==> src/rtl/pc_gen_pkg.sv <==
// Shared types and constants for the program-counter generator.
package pc_gen_pkg;

  // Front-end sequencing state.
  typedef enum logic [1:0] {
    StBoot = 2'b00,
    StRun  = 2'b01,
    StHalt = 2'b10
  } pc_state_e;

  // mtvec MODE field encodings; values 2 and 3 behave as direct.
  localparam logic [1:0] MtvecModeDirect   = 2'b00;
  localparam logic [1:0] MtvecModeVectored = 2'b01;

  // Sequential fetch stride in bytes.
  localparam int unsigned PcIncr = 4;

  localparam logic [31:0] DefaultResetPc = 32'h8000_0000;

endpackage

==> src/rtl/pc_btb.sv <==
// Direct-mapped branch target buffer. Combinational read, registered write.
module pc_btb
  import pc_gen_pkg::*;
#(
  parameter int unsigned XLEN        = 32,
  parameter int unsigned BTB_ENTRIES = 16
) (
  input  logic            clk,
  input  logic            rst_n,
  input  logic [XLEN-1:0] rd_pc_i,
  output logic            rd_hit_o,
  output logic [XLEN-1:0] rd_target_o,
  input  logic            upd_valid_i,
  input  logic [XLEN-1:0] upd_pc_i,
  input  logic            upd_taken_i,
  input  logic [XLEN-1:0] upd_target_i
);

  localparam int unsigned IdxBits = $clog2(BTB_ENTRIES);
  localparam int unsigned IdxW    = (IdxBits > 0) ? IdxBits : 1;
  localparam int unsigned TagW    = XLEN - IdxBits - 2;

  function automatic logic [IdxW-1:0] idx_of(input logic [XLEN-1:0] pc);
    if (IdxBits == 0) return '0;
    return IdxW'(pc >> 2);
  endfunction

  function automatic logic [TagW-1:0] tag_of(input logic [XLEN-1:0] pc);
    return TagW'(pc >> (IdxBits + 2));
  endfunction

  logic [BTB_ENTRIES-1:0] valid_q, valid_d;
  logic [TagW-1:0]        tag_q    [BTB_ENTRIES];
  logic [XLEN-1:0]        target_q [BTB_ENTRIES];

  logic [IdxW-1:0] rd_idx, wr_idx;
  logic [TagW-1:0] wr_tag;
  logic            wr_fill;

  assign rd_idx  = idx_of(rd_pc_i);
  assign wr_idx  = idx_of(upd_pc_i);
  assign wr_tag  = tag_of(upd_pc_i);
  assign wr_fill = upd_valid_i && upd_taken_i;

  // Lookup sees the registered contents, so a same-cycle write is not forwarded.
  always_comb begin
    rd_hit_o    = valid_q[rd_idx] && (tag_q[rd_idx] == tag_of(rd_pc_i));
    rd_target_o = target_q[rd_idx];
  end

  // Valid bits: set on taken update, cleared on not-taken update to a matching entry.
  always_comb begin
    valid_d = valid_q;
    if (upd_valid_i) begin
      if (upd_taken_i) begin
        valid_d[wr_idx] = 1'b1;
      end else if (valid_q[wr_idx] && (tag_q[wr_idx] == wr_tag)) begin
        valid_d[wr_idx] = 1'b0;
      end
    end
  end

  // Valid bits are the only reset state; tag/target are qualified by them.
  always_ff @(posedge clk or negedge rst_n) begin
    if (!rst_n) begin
      valid_q <= '0;
    end else begin
      valid_q <= valid_d;
    end
  end

  // Tag and target payload storage, written only on a taken update.
  always_ff @(posedge clk) begin
    if (wr_fill) begin
      tag_q[wr_idx]    <= wr_tag;
      target_q[wr_idx] <= upd_target_i;
    end
  end

endmodule

==> src/rtl/pc_gen.sv <==
// Registered program-counter generator: boot/run/halt sequencing, prioritized
// redirects, vectored trap entry and optional BTB-based next-PC prediction.
module pc_gen
  import pc_gen_pkg::*;
#(
  parameter int unsigned     XLEN        = 32,
  parameter logic [XLEN-1:0] RESET_PC    = XLEN'(DefaultResetPc),
  parameter int unsigned     BTB_ENTRIES = 16,
  parameter bit              VECTORED_EN = 1'b1
) (
  input  logic            clk,
  input  logic            rst_n,
  output logic            fetch_valid_o,
  input  logic            fetch_ready_i,
  output logic [XLEN-1:0] fetch_pc_o,
  output logic            fetch_pred_taken_o,
  input  logic            exception_en_i,
  input  logic            exception_is_intr_i,
  input  logic [4:0]      exception_cause_i,
  input  logic [XLEN-1:0] mtvec_rdata_i,
  input  logic            mret_en_i,
  input  logic [XLEN-1:0] mepc_rdata_i,
  input  logic            jump_taken_i,
  input  logic [XLEN-1:0] jump_target_i,
  input  logic            halt_en_i,
  input  logic            upd_valid_i,
  input  logic [XLEN-1:0] upd_pc_i,
  input  logic            upd_taken_i,
  input  logic [XLEN-1:0] upd_target_i,
  output logic            halted_o
);

  pc_state_e       state_q, state_d;
  logic [XLEN-1:0] pc_q, pc_d;

  logic            btb_hit;
  logic [XLEN-1:0] btb_target;
  logic [XLEN-1:0] trap_base, trap_target;

  // Low alignment bits are discarded by the redirect paths.
  logic unused_align;
  assign unused_align = ^{mepc_rdata_i[1:0], jump_target_i[0]};

  if (BTB_ENTRIES > 0) begin : g_btb
    pc_btb #(
      .XLEN       (XLEN),
      .BTB_ENTRIES(BTB_ENTRIES)
    ) u_btb (
      .clk         (clk),
      .rst_n       (rst_n),
      .rd_pc_i     (pc_q),
      .rd_hit_o    (btb_hit),
      .rd_target_o (btb_target),
      .upd_valid_i (upd_valid_i),
      .upd_pc_i    (upd_pc_i),
      .upd_taken_i (upd_taken_i),
      .upd_target_i(upd_target_i)
    );
  end else begin : g_no_btb
    logic unused_upd;
    assign unused_upd = ^{upd_valid_i, upd_pc_i, upd_taken_i, upd_target_i};
    assign btb_hit    = 1'b0;
    assign btb_target = '0;
  end

  // Outputs decode directly from the state register.
  always_comb begin
    fetch_valid_o      = (state_q == StRun);
    halted_o           = (state_q == StHalt);
    fetch_pc_o         = pc_q;
    fetch_pred_taken_o = btb_hit && fetch_valid_o;
  end

  // Trap target: direct base, or base + 4*cause for vectored interrupts.
  always_comb begin
    trap_base   = {mtvec_rdata_i[XLEN-1:2], 2'b00};
    trap_target = trap_base;
    if (VECTORED_EN && (mtvec_rdata_i[1:0] == MtvecModeVectored) && exception_is_intr_i) begin
      trap_target = trap_base + (XLEN'(exception_cause_i) << 2);
    end
  end

  // Next state and next PC; redirects are only honoured while running.
  always_comb begin
    state_d = state_q;
    pc_d    = pc_q;
    unique case (state_q)
      StBoot: state_d = StRun;
      StRun: begin
        if (halt_en_i) begin
          state_d = StHalt;
        end else if (exception_en_i) begin
          pc_d = trap_target;
        end else if (mret_en_i) begin
          pc_d = {mepc_rdata_i[XLEN-1:2], 2'b00};
        end else if (jump_taken_i) begin
          pc_d = {jump_target_i[XLEN-1:1], 1'b0};
        end else if (fetch_ready_i) begin
          pc_d = fetch_pred_taken_o ? btb_target : pc_q + XLEN'(PcIncr);
        end
      end
      StHalt: ;
      default: state_d = StBoot;
    endcase
  end

  // State and PC registers.
  always_ff @(posedge clk or negedge rst_n) begin
    if (!rst_n) begin
      state_q <= StBoot;
      pc_q    <= RESET_PC;
    end else begin
      state_q <= state_d;
      pc_q    <= pc_d;
    end
  end

endmodule

==> config.mk <==
export PLATFORM = sky130hd
export DESIGN_NAME = pc_gen
export DESIGN_NICKNAME = d
export VERILOG_FILES = /design/src/rtl/pc_gen_pkg.sv /design/src/rtl/pc_btb.sv /design/src/rtl/pc_gen.sv
export SDC_FILE = /design/constraint.sdc
export NUM_CORES = 1
export LEC_CHECK = 0
export CAP_MARGIN = 20
export CORE_MARGIN = 1
export CORE_UTILIZATION = 27
export CTS_CLUSTER_DIAMETER = 40
export CTS_CLUSTER_SIZE = 14
export DETAILED_ROUTE_END_ITERATION = 12
export PLACE_DENSITY = 0.46
export SLEW_MARGIN = 0
export SYNTH_ARGS = -nofsm -noshare
export SYNTH_HDL_FRONTEND = slang
export SYNTH_SLANG_ARGS = --single-unit
==> constraint.sdc <==
create_clock -name clk -period 5.77 [get_ports clk]
set_clock_uncertainty 0.05 [all_clocks]
set_input_delay 1.154 -clock clk [delete_from_list [all_inputs] [get_ports clk]]
set_output_delay 1.154 -clock clk [all_outputs]
set_load 0.01 [all_outputs]
==> results_dict.tcl, run 1 <==
set metrics [dict create \
    outcome "complete, no violations" \
    period_minus_slack_ps 5651 \
    cts-htree-levels 4 \
    clkLatencyLatePin_ps 780 \
    rr_endpoint "fetch_pc_o[27]$_DFFE_PN0P_" \
    syn_nets 2544 \
    cp_max_fo 8 \
    netlist.area_leader.share 0.6324 \
    drive_gt1_frac 0.2873 \
    root_buffer "clkbuf_16" \
    dieArea_mm2 0.1648 \
    port_buffers 204 \
    postRouteAntennaNets 0 \
    met1_usage 0.2540 \
    finalHoldViolCount 0 \
    nNetsFinal 2889 \
    dp_hpwl_um 95770 \
    grt_pass1_wl_um 212000 \
    cts_buffer_depth 3 \
    post-route-period-util 0.9794 \
    cts_tree "done" \
    ys_seq_area_frac 0.6609 \
    area_growth_pct 24.93 \
    boundaryPins 210 \
    yosys_warnings 0 \
    clock-sinks 978 \
    clk_pin_slew_ps 60 \
    grt_overflow 0 \
    gp_congestion 0.9168 \
    start_util 0.2732 \
    setup_ws_ps 118.7 \
    synth-edff-count 928 \
    synth_top_area_cell "edfxtp_1" \
    crit_path_frequent_cell "a2111o_1" \
    worstSetupPathType "reg -> out" \
    dieHeight_um 406.0 \
    cp.arrival_ps 4450 \
    grt_util_met2 0.2885 \
    netlist_area_mm2 0.04406 \
    cp_cell_sequence "buf_12 > mux4_1 > mux2_2 > and3_1 > a2111o_1 > a2111o_1 > nor4b_4 > nand3_2 > clkinv_1 > dlygate4sd2_1" \
    drtIter0Drc 2698 \
    die_w_um 406.0 \
    grt_use_total 0.1837 \
    rsz0062_at_grt "no" \
    rows 147 \
    vdd.ir_drop.worst_mv 0.4815 \
    r2r_start "fetch_pc_o[3]$_DFFE_PN0P_" \
    vias_per_cell 5.266 \
    power_density_mw_per_mm2 460.3 \
    synth_area_leaders "edfxtp_1 (63%), mux4_2 (18%), dfrtp_1 (2.8%), mux2i_1 (2.4%), xnor2_1 (1.5%)" \
    cpPeakStageDelay_ps 570 \
    p_leak_nw 17.55 \
    grt_pass1_vias 27209 \
    worstSetupEndpointType "output pin" \
    met3_usage 0.04739 \
    tns_ps 0 \
    required_ps 4570 \
    min_path_cells 1 \
    synth_cell_types 88 \
    grt-busiest-layer "met2" \
    grt_max_degree 110 \
    drc_errors 0 \
    place_area_mm2 0.04938 \
    final_area_mm2 0.05505 \
    cap_violations 0 \
    syn_inst 2362 \
    r2r_cells 8 \
    whs_endpoint "state_q[0]$_DFFE_PN0P_" \
    utilization 0.3413 \
    cts-hold-fix-buffers 0 \
    first_pass_iters 5 \
    wirelength_um 151200 \
    hold_class "reg -> reg" \
    antenna_found_initial 19 \
    slowest_stage "mux4_1" \
    route.detailed.wl_per_inst_um 30.23 \
    dr_total_vias 26342 \
    finalMaxSlewViolations 0 \
    setup_viol 0 \
    dp_slack_ps 247.8 \
    design.core.area_mm2 0.1613 \
    r2r_slack_ps 900 \
    ys.flop_type "edfxtp_1" \
    relSlewSlack 0.2518 \
    synthArstFlopShare 0.05112 \
    max_freq_ghz 0.1769 \
    cts_buffers 159 \
    worstSetupStartpointType "flip-flop" \
    hp-start "state_q[1]$_DFFE_PN0P_" \
    synth-seq-cells 978 \
    syn_area_per_cell_um2 18.65 \
    tightest_slew_ps 1122 \
]
-- registers in the layout, summed over array words and instances, names as in the netlist, named ones only --
signal,count
fetch_pc_o,32
g_btb.u_btb.tag_q,416
g_btb.u_btb.target_q,512
state_q,2
-- power by group --
| group | switching, mW | internal (mW) | leakage (nW) | total (mW) |
|---|---|---|---|---|
| Combinational | 4.05 | 3.22 | 5.99 | 7.27 |
| Clock | 3.59 | 6.01 | 2.62 | 9.60 |
| Sequential | 0.465 | 8.01 | 8.94 | 8.47 |
| Total | 8.11 | 17.2 | 17.5 | 25.3 |
-- area by class of cell --
class	instances	area [um^2]
Inverter	23	88.84
Fill cell	15261	106300
Tap cell	2160	2703
Clock inverter	121	1335
Sequential cell	978	29130
Multi-Input combinational cell	1201	14230
Clock buffer	173	4116
Antenna cell	2	5.005
Timing Repair Buffer	344	3432
-- layout by cell type (no fill, tap or decap), types with 9 or more instances in the layout --
cell | Yosys | routed
a211o_1 | 9 | 9
a211oi_1 | 13 | 13
a21oi_1 | 43 | 43
a221oi_1 | 10 | 10
a22oi_1 | 27 | 27
a31oi_1 | 13 | 13
and3_1 | 15 | 15
buf_12 | 1 | 23
buf_4 | 10 | 114
bufinv_16 | 0 | 17
clkbuf_1 | 79 | 10
clkbuf_16 | 0 | 163
clkdlybuf4s50_1 | 0 | 198
clkinv_1 | 2 | 20
clkinv_2 | 0 | 19
clkinv_4 | 0 | 15
clkinvlp_4 | 0 | 18
dfrtp_1 | 49 | 45
edfxtp_1 | 928 | 928
inv_1 | 20 | 19
inv_6 | 0 | 21
mux2_2 | 13 | 13
mux2i_1 | 106 | 105
mux4_1 | 13 | 13
mux4_2 | 348 | 348
nand2_1 | 79 | 79
nand3_1 | 38 | 38
nand4_1 | 24 | 24
nor2_1 | 66 | 50
nor2_4 | 0 | 16
nor2b_1 | 13 | 13
nor3_1 | 10 | 10
nor4_1 | 17 | 17
o211ai_1 | 26 | 26
o21ai_0 | 69 | 67
o31ai_1 | 9 | 9
xnor2_1 | 75 | 75
xor2_1 | 16 | 16
-- metrics by stage --
| stage | power, mW | instances | hold slack (ps) |
|---|---|---|---|
| after global routing | 26.19 | 5000 | 441.5 |
| after floorplan | 12.74 | 2362 | 385.8 |
| after CTS | 25.58 | 5000 | 413.6 |
| after detailed placement | 15.72 | 4695 | 406.1 |
| after global placement | 15.66 | 4694 | 402.1 |
| final | 25.34 | 5002 | 414.5 |
-- worst max-delay path by stage --
| stage | end | from | slack, ps |
|---|---|---|---|
| 2_1_floorplan | g_btb.u_btb.tag_q[7][0]$_DFFE_PP_ | upd_pc_i[2] | 420 |
| 3_3_place_gp | fetch_pred_taken_o | fetch_pc_o[2]$_DFFE_PN0P_ | 350 |
| 6_report | fetch_pred_taken_o | fetch_pc_o[2]$_DFFE_PN0P_ | 120 |
| 3_5_place_dp | fetch_pred_taken_o | fetch_pc_o[2]$_DFFE_PN0P_ | 250 |
| 4_1_cts | fetch_pred_taken_o | fetch_pc_o[2]$_DFFE_PN0P_ | 140 |
| 5_1_grt | fetch_pred_taken_o | fetch_pc_o[3]$_DFFE_PN0P_ | 4 |
-- cells by family (layout without fill, tap and decap cells) --
| kind of cell | after synthesis | in the layout | share of synthesized area |
|---|---|---|---|
| compound gates | 296 | 296 | 0.04648 |
| xor+xnor | 91 | 91 | 0.01809 |
| fa+ha+maj | 7 | 7 | 0.002158 |
| buf+inv | 183 | 661 | 0.01948 |
| flops | 978 | 978 | 0.6609 |
| mux | 481 | 481 | 0.2136 |
| other cells | 0 | 2 | 0 |
| simple gates | 326 | 326 | 0.03933 |
-- routing by layer --
metal  wire (um)  share of wire
met4        2974          0.020
met1       66160           0.44
met5         126        0.00083
met3       11810          0.078
met2       70150           0.46
-- timing repair --
item | CTS | global route
endpoints found under the setup margin | 1 | 0
gates resized for setup | 9 | 0
buffers inserted | 10 | 0
-- critical path: cells and delay by family, from the launching register on --
family / cells / cell delay (ps)
compound gates: 2 / 820
buf+inv: 3 / 630
flops: 1 / 440
mux: 2 / 940
simple gates: 3 / 830
-- Yosys cell counts, drive strengths merged, types with 21 or more instances --
master / n
xnor2: 75
a21oi: 43
o21ai: 72
nand2: 79
o211ai: 26
mux4: 362
nand4: 24
buf: 79
clkbuf: 79
nand3: 39
dfrtp: 49
a22oi: 27
mux2i: 106
nor2: 66
edfxtp: 928
inv: 21
Power figures use the tool's default switching activity.
==> run 2, diff against run 1 <==
--- a/config.mk
+++ b/config.mk
@@ -5,6 +5,7 @@
 export SDC_FILE = /design/constraint.sdc
 export NUM_CORES = 1
 export LEC_CHECK = 0
+export ABC_CLOCK_PERIOD_IN_PS = 5770
 export CAP_MARGIN = 20
 export CORE_MARGIN = 1
 export CORE_UTILIZATION = 27
==> results of run 2 <==
No change in the layout: final DEF, timing and power equal those of run 1.
